[src/rtl/memory_stage.sv]
// memory_stage: fourth stage of the SimpleMIPS pipeline.
// Holds one instruction, waits for its data response, aligns/merges load
// data and drops responses that belong to instructions killed by a flush.

package memory_stage_pkg;

  typedef enum logic [2:0] {
    LOAD_NONE = 3'd0,
    LOAD_LB   = 3'd1,
    LOAD_LBU  = 3'd2,
    LOAD_LH   = 3'd3,
    LOAD_LHU  = 3'd4,
    LOAD_LW   = 3'd5,
    LOAD_LWL  = 3'd6,
    LOAD_LWR  = 3'd7
  } load_op_t;

  typedef struct packed {
    logic [31:0] pc;
    logic [4:0]  dest;
    logic [3:0]  rf_we;
    load_op_t    load_op;
    logic [1:0]  addr_lo;
    logic [31:0] rt_value;
    logic [31:0] result;
    logic        mem_req;
    logic [5:0]  exception;
    logic [15:0] c0_info;
  } es_to_ms_bus_t;

  typedef struct packed {
    logic        valid;
    logic [31:0] pc;
    logic [4:0]  dest;
    logic [3:0]  rf_we;
    logic [31:0] result;
    logic [5:0]  exception;
    logic [15:0] c0_info;
  } ms_to_ws_bus_t;

  typedef struct packed {
    logic        load_pending;
    logic [3:0]  rf_we;
    logic [4:0]  dest;
    logic [31:0] result;
  } ms_forward_bus_t;

endpackage

// Checker: the orphan-response counter must never reach its ceiling.
module memory_stage_sva #(
  parameter int DISCARD_W = 2
) (
  input logic                 clk,
  input logic                 resetn,
  input logic [DISCARD_W-1:0] discard_cnt
);
  localparam logic [DISCARD_W-1:0] DISCARD_MAX = {DISCARD_W{1'b1}};

  no_discard_saturation: assert property (@(posedge clk) disable iff (!resetn)
    discard_cnt != DISCARD_MAX);
endmodule

module memory_stage
  import memory_stage_pkg::*;
#(
  parameter int DISCARD_W = 2
) (
  input  logic            clk,
  input  logic            resetn,
  input  logic            es_to_ms_valid,
  input  es_to_ms_bus_t   es_to_ms_bus,
  input  logic            es_req_inflight,
  output logic            ms_allowin,
  input  logic            ws_allowin,
  output ms_to_ws_bus_t   ms_to_ws_bus,
  output ms_forward_bus_t ms_forward_bus,
  input  logic            data_data_ok,
  input  logic [31:0]     data_rdata,
  input  logic            flush
);

  localparam logic [DISCARD_W-1:0] DISCARD_MAX  = {DISCARD_W{1'b1}};
  localparam logic [DISCARD_W-1:0] DISCARD_ZERO = {DISCARD_W{1'b0}};

  logic                 ms_valid;
  es_to_ms_bus_t        bus_r;
  logic                 buf_valid;
  logic [31:0]          rdata_buf;
  logic [DISCARD_W-1:0] discard_cnt;

  logic                 need_data;
  logic                 got_data;
  logic                 ms_ready_go;
  logic                 resp_live;
  logic                 resp_drop;
  logic                 capture;
  logic                 pend_kill;
  logic                 inflight_kill;
  logic [31:0]          raw_data;
  logic [31:0]          final_result;
  logic [DISCARD_W+1:0] cnt_sum;
  logic [DISCARD_W-1:0] cnt_next;

  // Load alignment: extract/extend bytes and halfwords, merge LWL/LWR with rt.
  function automatic logic [31:0] align_load(input load_op_t op, input logic [1:0] a,
                                             input logic [31:0] raw, input logic [31:0] rt,
                                             input logic [31:0] res);
    logic [7:0]  b;
    logic [15:0] h;
    logic [4:0]  sh_l;
    logic [4:0]  sh_r;
    logic [31:0] v;
    b    = raw[{a, 3'b000} +: 8];
    h    = raw[{a[1], 4'b0000} +: 16];
    sh_l = {~a, 3'b000};
    sh_r = {a, 3'b000};
    case (op)
      LOAD_LB:  v = {{24{b[7]}}, b};
      LOAD_LBU: v = {24'h000000, b};
      LOAD_LH:  v = {{16{h[15]}}, h};
      LOAD_LHU: v = {16'h0000, h};
      LOAD_LW:  v = raw;
      LOAD_LWL: v = (raw << sh_l) | (rt & ~(32'hFFFF_FFFF << sh_l));
      LOAD_LWR: v = (raw >> sh_r) | (rt & ~(32'hFFFF_FFFF >> sh_r));
      default:  v = res;
    endcase
    return v;
  endfunction

  // A response with an empty discard counter belongs to the instruction in MEM.
  assign resp_live   = data_data_ok & (discard_cnt == DISCARD_ZERO);
  assign resp_drop   = data_data_ok & (discard_cnt != DISCARD_ZERO);
  assign need_data   = bus_r.mem_req & ~(|bus_r.exception);
  assign got_data    = buf_valid | resp_live;
  assign ms_ready_go = ~need_data | got_data;
  assign ms_allowin  = ~ms_valid | (ms_ready_go & ws_allowin);
  assign capture     = ms_valid & need_data & ~buf_valid & resp_live & ~ws_allowin;
  assign raw_data    = buf_valid ? rdata_buf : data_rdata;

  // Requests that lose their owner on a flush become orphans to be dropped.
  assign pend_kill     = flush & ms_valid & need_data & ~got_data;
  assign inflight_kill = flush & es_req_inflight;

  // Final result: load value for loads, EX result otherwise.
  always_comb begin
    final_result = align_load(bus_r.load_op, bus_r.addr_lo, raw_data, bus_r.rt_value,
                              bus_r.result);
  end

  // Next orphan count, clamped at the ceiling.
  always_comb begin
    cnt_sum = {2'b00, discard_cnt}
            + {{(DISCARD_W+1){1'b0}}, pend_kill}
            + {{(DISCARD_W+1){1'b0}}, inflight_kill}
            - {{(DISCARD_W+1){1'b0}}, resp_drop};
    if (cnt_sum > {2'b00, DISCARD_MAX}) begin
      cnt_next = DISCARD_MAX;
    end else begin
      cnt_next = cnt_sum[DISCARD_W-1:0];
    end
  end

  // Stage occupancy, instruction register and response buffer.
  always_ff @(posedge clk or negedge resetn) begin
    if (!resetn) begin
      ms_valid  <= 1'b0;
      bus_r     <= '0;
      buf_valid <= 1'b0;
      rdata_buf <= 32'h0000_0000;
    end else if (flush) begin
      ms_valid  <= 1'b0;
      buf_valid <= 1'b0;
    end else if (ms_allowin) begin
      ms_valid  <= es_to_ms_valid;
      buf_valid <= 1'b0;
      if (es_to_ms_valid) begin
        bus_r <= es_to_ms_bus;
      end
    end else if (capture) begin
      buf_valid <= 1'b1;
      rdata_buf <= data_rdata;
    end
  end

  // Orphan-response counter.
  always_ff @(posedge clk or negedge resetn) begin
    if (!resetn) begin
      discard_cnt <= DISCARD_ZERO;
    end else begin
      discard_cnt <= cnt_next;
    end
  end

  assign ms_to_ws_bus.valid     = ms_valid & ms_ready_go & ~flush;
  assign ms_to_ws_bus.pc        = bus_r.pc;
  assign ms_to_ws_bus.dest      = bus_r.dest;
  assign ms_to_ws_bus.rf_we     = bus_r.rf_we;
  assign ms_to_ws_bus.result    = final_result;
  assign ms_to_ws_bus.exception = bus_r.exception;
  assign ms_to_ws_bus.c0_info   = bus_r.c0_info;

  assign ms_forward_bus.load_pending = ms_valid & need_data & ~got_data;
  assign ms_forward_bus.rf_we        = bus_r.rf_we;
  assign ms_forward_bus.dest         = bus_r.dest & {5{ms_valid}};
  assign ms_forward_bus.result       = final_result;

  memory_stage_sva #(.DISCARD_W(DISCARD_W)) u_sva (
    .clk         (clk),
    .resetn      (resetn),
    .discard_cnt (discard_cnt)
  );

endmodule

[config.mk]
export PLATFORM = sky130hd
export DESIGN_NAME = memory_stage
export DESIGN_NICKNAME = d
export VERILOG_FILES = /design/src/rtl/memory_stage.sv
export SDC_FILE = /design/constraint.sdc
export NUM_CORES = 1
export LEC_CHECK = 0
export BUFFER_PORTS_ARGS = -buffer_cell sky130_fd_sc_hd__buf_2
export CAP_MARGIN = 20
export CORE_MARGIN = 5
export CORE_UTILIZATION = 56
export DETAILED_ROUTE_END_ITERATION = 10
export PLACE_DENSITY = 0.92
export SLEW_MARGIN = 20
export SYNTH_ARGS = -nofsm -noshare
export SYNTH_HDL_FRONTEND = slang
export SYNTH_HIERARCHICAL = 1
export SYNTH_SLANG_ARGS = --single-unit
[constraint.sdc]
create_clock -name clk -period 7.65 [get_ports clk]
set_input_delay 1.1475 -clock clk [delete_from_list [all_inputs] [get_ports clk]]
set_output_delay 1.1475 -clock clk [all_outputs]
set_load 0.005 [all_outputs]
; ---- Yosys cells after proc, flatten, opt, wreduce, memory -nomap -nowiden
; Cells that the tools add are included.
[word_totals]
regBits = 169
output_inout_bits = 139
wordCells = 80
in_bits = 172
[op_classes]
muxes = 8
magnitude_cmp = 1
n_reduce_logical = 7
eq_ne = 7
bitwise = 34
shift = 6
add_sub_neg = 3
[op_table]
columns = operator, count
row1 = 32-bit case mux with 7 select lines, 1
row2 = 32-bit AND, 2
row3 = 32-bit inverter, 2
row4 = 32-bit bitwise OR, 2
row5 = 32-bit 2-to-1 mux, 1
row6 = 32-bit by 6-bit variable part select with 16-bit output, 1
row7 = 32-bit by 6-bit variable part select with 8-bit output, 1
row8 = 32-bit by 5-bit << shifter with 32-bit output, 1
row9 = 32-bit by 5-bit << shifter with 32-bit output (first input constant), 1
row10 = 32-bit by 5-bit >> shifter with 32-bit output, 1
row11 = 32-bit by 5-bit >> shifter with 32-bit output (first input constant), 1
row12 = 1-bit AND, 15
row13 = 3-bit == test (second input constant), 4
row14 = 1-bit inverter, 8
row15 = 3-bit by 2-bit == test with 1-bit output (second input constant), 2
row16 = 3-bit AND reduction, 2
row17 = 6-bit OR reduction, 1
row18 = 5-bit AND, 1
row19 = 1-bit 2-to-1 mux, 5
row20 = 3-bit by 1-bit adder with 4-bit output, 1
row21 = 4-bit by 2-bit > comparator with 1-bit output (second input constant), 1
row22 = 2-bit nonzero test, 2
row23 = 4-bit by 1-bit subtractor with 4-bit output, 1
row24 = 2-bit by 1-bit adder with 3-bit output, 1
row25 = other kinds (6), 8

; ---- Longest topological paths before layout
[depth]
depth_word = 10
depth_mapped = 12

; ---- Least setup slack after synthesis
; OpenSTA, ideal clock, no wires.
[synth_timing]
path_kind = input-to-output
startpoint = in data_rdata[15]
endpoint = out ms_to_ws_bus[40] (netlist bit)
arrival_ns = 2.744
stages = 6
n_path_buf = 2
slack_ns = 3.759
cell_sequence = mux2i_1 > mux4_2 > a221oi_4 > buf_2 > o32a_1 > buf_4
[synth_rtl]
columns = item, line_no
row1 = "start, declared", 79  ; input logic [31:0] data_rdata,
row2 = "end, declared", 76  ; output ms_to_ws_bus_t ms_to_ws_bus,

==> flow_metrics.py <==
metrics = {
    "run_status": {
        "outcome": "completed",
    },
    "sta": {
        "timing.hold.ws_ps": 503.7,
        "maxSlewHeadroom": 0.3054,
        "drv_slew": 0,
        "finalSetupTns_ps": 0,
        "worstMarginPinSlew_ps": 1039,
        "hold_viol_final": 0,
        "post-route-period-util": 0.6385,
        "final.min_clock_period_ps": 4884,
        "rsz_0062_raised_after_global_routing": "no",
        "max_freq_mhz": 204.7,
        "finClkSkew_ps": 9.163,
        "report.final.setup_viol": 0,
    },
    "synth": {
        "synthMuxAreaShare": 0.2895,
        "synth_top_family_by_area": "multiplexers",
        "post_synth_adder_cell_area": 0.006449,
        "synth-warning-count": 6,
        "syn-instance-count": 871,
        "synth_simple_gate_area_frac": 0.06462,
        "ys_seq_area_frac": 0.4192,
        "synth.distinct_cells": 58,
        "mappedNetlistArea_sq_um": 10090,
        "post_synth.cell_area_avg_sq_um": 11.58,
        "mappedNetlistNets": 1047,
        "ys_ff_latch": 169,
        "ys.flop_type": "sky130_fd_sc_hd__dfrtp_1",
        "async_reset_ff_frac": 1.000,
        "synth_enable_flop_cells": 0,
        "synth-compound-area-share": 0.1105,
        "synth_xor_xnor_area_share": 0.001736,
    },
    "clock_network": {
        "numCtsBuffers": 17,
        "cts.hold.buffers_added": 0,
        "cts.root.buffer_cell": "sky130_fd_sc_hd__clkbuf_16",
        "cts_max_path_buffers": 2,
        "tritoncts": "yes",
        "cts.sink_count": 169,
        "cts_resized": 0,
        "htree_levels": 4,
        "clk_pin_slew_ps": 70,
        "post_cts_buffers": 0,
        "clk-insertion-delay-late_ps": 430,
    },
    "power": {
        "power.switching_fraction": 0.3238,
        "combPwrFrac": 0.323,
        "p_per_area_nw_per_um2": 262.0,
        "clkPwrFrac": 0.304,
        "power_frac_seq": 0.373,
        "leakage_nw": 5.513,
        "switchingPower_w": 0.0009842,
        "power_report.internal_total_w": 0.002056,
        "ir_drop_uv": 168.3,
    },
    "final_layout": {
        "most-common-layout-cells": "309 x sky130_fd_sc_hd__buf_2, 167 x sky130_fd_sc_hd__dfrtp_1, 104 x sky130_fd_sc_hd__mux2_2",
        "syn2layout_area_growth_pct": 14.99,
        "final_nets": 1228,
        "layout_commonest_cell": "sky130_fd_sc_hd__buf_2",
        "drive_above_1_share": 0.5080,
    },
    "worst_setup_path": {
        "critical_path_type": "reg2out",
        "path_buf_inv": 1,
        "cp_slowest_cell": "sky130_fd_sc_hd__dfrtp_2",
        "critical_path.endpoint_type": "primary output",
        "timing.critical_path.from_type": "flip-flop",
        "worst_path_max_stage_delay_ps": 1020,
        "worst_path_cell_chain": "mux2i_1, mux4_2, a221oi_4, o32a_1, buf_2",
        "critPathTopFamily": "compound AO/OA/AOI/OAI gates",
        "worstPathMaxFanout": 37,
        "critPathRequiredTime_ps": 6500,
        "cp.arrival_ps": 3740,
    },
    "detailed_routing": {
        "post_drt_wl_per_cell_microns": 21.62,
        "dr.first_iter.drc_count": 980,
        "detailedRoute.firstPassIterationCount": 5,
        "route.antenna.remaining_nets": 0,
        "vias": 7666,
        "drt-total-wl_microns": 28090,
        "post-route-drc-count": 0,
        "via_density_per_instance": 5.901,
    },
    "floorplan": {
        "fp.dieW_microns": 144.2,
        "rows": 49,
        "floorplan.initialDensity": 0.5655,
        "core_area_sq_um": 17840,
        "die_area_sq_um": 20800,
        "io-pin-count": 311,
        "die_y_microns": 144.2,
    },
    "placed_design": {
        "buffer_ports.inserted": 310,
        "gpl_congestion": 0.9520,
        "hpwlAfterDp_microns": 20600,
    },
    "flow_run": {
        "max_cap_violations": 0,
    },
    "grt": {
        "grt_start_max_net_pins": 90,
        "antenna_violations_before_repair": 13,
        "met2_usage": 0.4143,
        "gr-max-usage-layer": "met2",
        "gr-usage-met1": 0.3532,
        "global_route.overflow_total": 0,
        "grt_first_pass_wirelength_microns": 42440,
        "met3_resource_use_gr": 0.08730,
        "grtUsageTotal": 0.2657,
        "grt_pass1_vias": 7546,
    },
    "worst_hold_path": {
        "worst_hold_path_type": "reg2reg",
    },
}
## stage by stage
stage / std cells / utilization / cell area (sq um) / power [W] / worst slack (ps)
2_1_floorplan: 871 / - / 10090 / 0.001883 / 3759
3_3_place_gp: 1262 / 0.6143 / 10960 / 0.002085 / 3304
3_5_place_dp: 1262 / 0.6143 / 10960 / 0.002115 / 3220
4_1_cts: 1294 / 0.6493 / 11580 / 0.003045 / 2754
5_1_grt: 1298 / 0.6501 / 11600 / 0.003187 / 2525
6_report: 1299 / 0.6503 / 11600 / 0.003040 / 2766
## Yosys cell counts (8+ instances only)
cell type	number	area, sq um
sky130_fd_sc_hd__a211oi_1	12	90.09
sky130_fd_sc_hd__mux2_2	104	1171
sky130_fd_sc_hd__inv_1	11	41.29
sky130_fd_sc_hd__dfrtp_1	169	4229
sky130_fd_sc_hd__buf_2	10	50.05
sky130_fd_sc_hd__mux2i_1	54	540.5
sky130_fd_sc_hd__buf_4	100	750.7
sky130_fd_sc_hd__nand2b_1	11	68.82
sky130_fd_sc_hd__buf_6	9	101.4
sky130_fd_sc_hd__o22a_1	8	70.07
sky130_fd_sc_hd__o21ai_0	19	95.09
sky130_fd_sc_hd__and2_1	9	56.30
sky130_fd_sc_hd__o32a_1	25	250.2
sky130_fd_sc_hd__mux2_4	70	1051
sky130_fd_sc_hd__nor2_1	59	221.5
sky130_fd_sc_hd__a21oi_1	23	115.1
sky130_fd_sc_hd__nand2_1	33	123.9
sky130_fd_sc_hd__clkbuf_1	30	112.6
sky130_fd_sc_hd__o22ai_1	27	168.9
## kinds of logic (layout without fill, tap and decap cells)
logic type / Yosys count / in the layout
AO/OA/AOI/OAI: 153 / 153
XOR/XNOR: 2 / 2
adder cells (fa/ha/maj): 4 / 4
buffers and inverters: 169 / 363
flip-flops: 169 / 169
multiplexers: 235 / 235
other: 0 / 5
AND/OR/NAND/NOR: 139 / 139
## routing by layer
layer  up-vias  share of wire
li1       3433              -
met1      3704           0.40
met2       442           0.46
met3        69           0.11
met4        18          0.028
met5         -         0.0039
## area by class of cell
cell class | count | area (sq um)
inverter | 13 | 48.80
antenna | 5 | 12.51
tap | 229 | 286.5
timing repair buffer | 318 | 1622
clock inverter | 13 | 181.4
fill | 1373 | 6240
clock buffer | 19 | 442.9
sequential | 169 | 4232
multi-input combinational | 533 | 4776
## worst reg2reg max path, cell delays in order, from the launching register on
cell                       delay, ps
sky130_fd_sc_hd__dfrtp_2        1020
sky130_fd_sc_hd__or4_1           290
sky130_fd_sc_hd__a211oi_2         60
sky130_fd_sc_hd__o21ai_2         160
sky130_fd_sc_hd__nor3b_4         210
sky130_fd_sc_hd__buf_4           600
sky130_fd_sc_hd__buf_4           690
sky130_fd_sc_hd__mux2_2          470
## power by group through the flow
stage	Sequential (W)	Clock [W]	Combinational, W
2_1_floorplan	0.00109	0	0.000789
3_3_place_gp	0.00114	0	0.000946
3_5_place_dp	0.00114	0	0.000972
4_1_cts	0.00113	0.000937	0.000978
5_1_grt	0.00115	0.000977	0.00106
6_report	0.00113	0.000925	0.000982
## sequential cells by signal, summed over array words and instances, names as in the netlist
name / flops
buf_valid: 1
ms_valid: 1
ms_to_ws_bus: 59
rdata_buf: 32
ms_forward_bus: 4
discard_cnt: 2
bus_r: 70
## path summary, 6_finish.rpt
path | cells after the start | start | to | slack [ps]
setup / recovery | 5 | buf_valid$_DFFE_PN0P_ | ms_forward_bus[21] | 2770
hold / removal | 1 | rdata_buf[2]$_DFFE_PN0P_ | rdata_buf[2]$_DFFE_PN0P_ | 500
setup reg to reg | 7 | buf_valid$_DFFE_PN0P_ | bus_r[76]$_DFFE_PN0P_ | 4020
hold reg to reg | 1 | rdata_buf[2]$_DFFE_PN0P_ | rdata_buf[2]$_DFFE_PN0P_ | 500
max in group asynchronous | 2 | resetn | rdata_buf[1]$_DFFE_PN0P_ | 5680
min in group asynchronous | 1 | resetn | ms_to_ws_bus[94]$_DFFE_PN0P_ | 760
No activity file was read; power rests on OpenSTA's default activity.
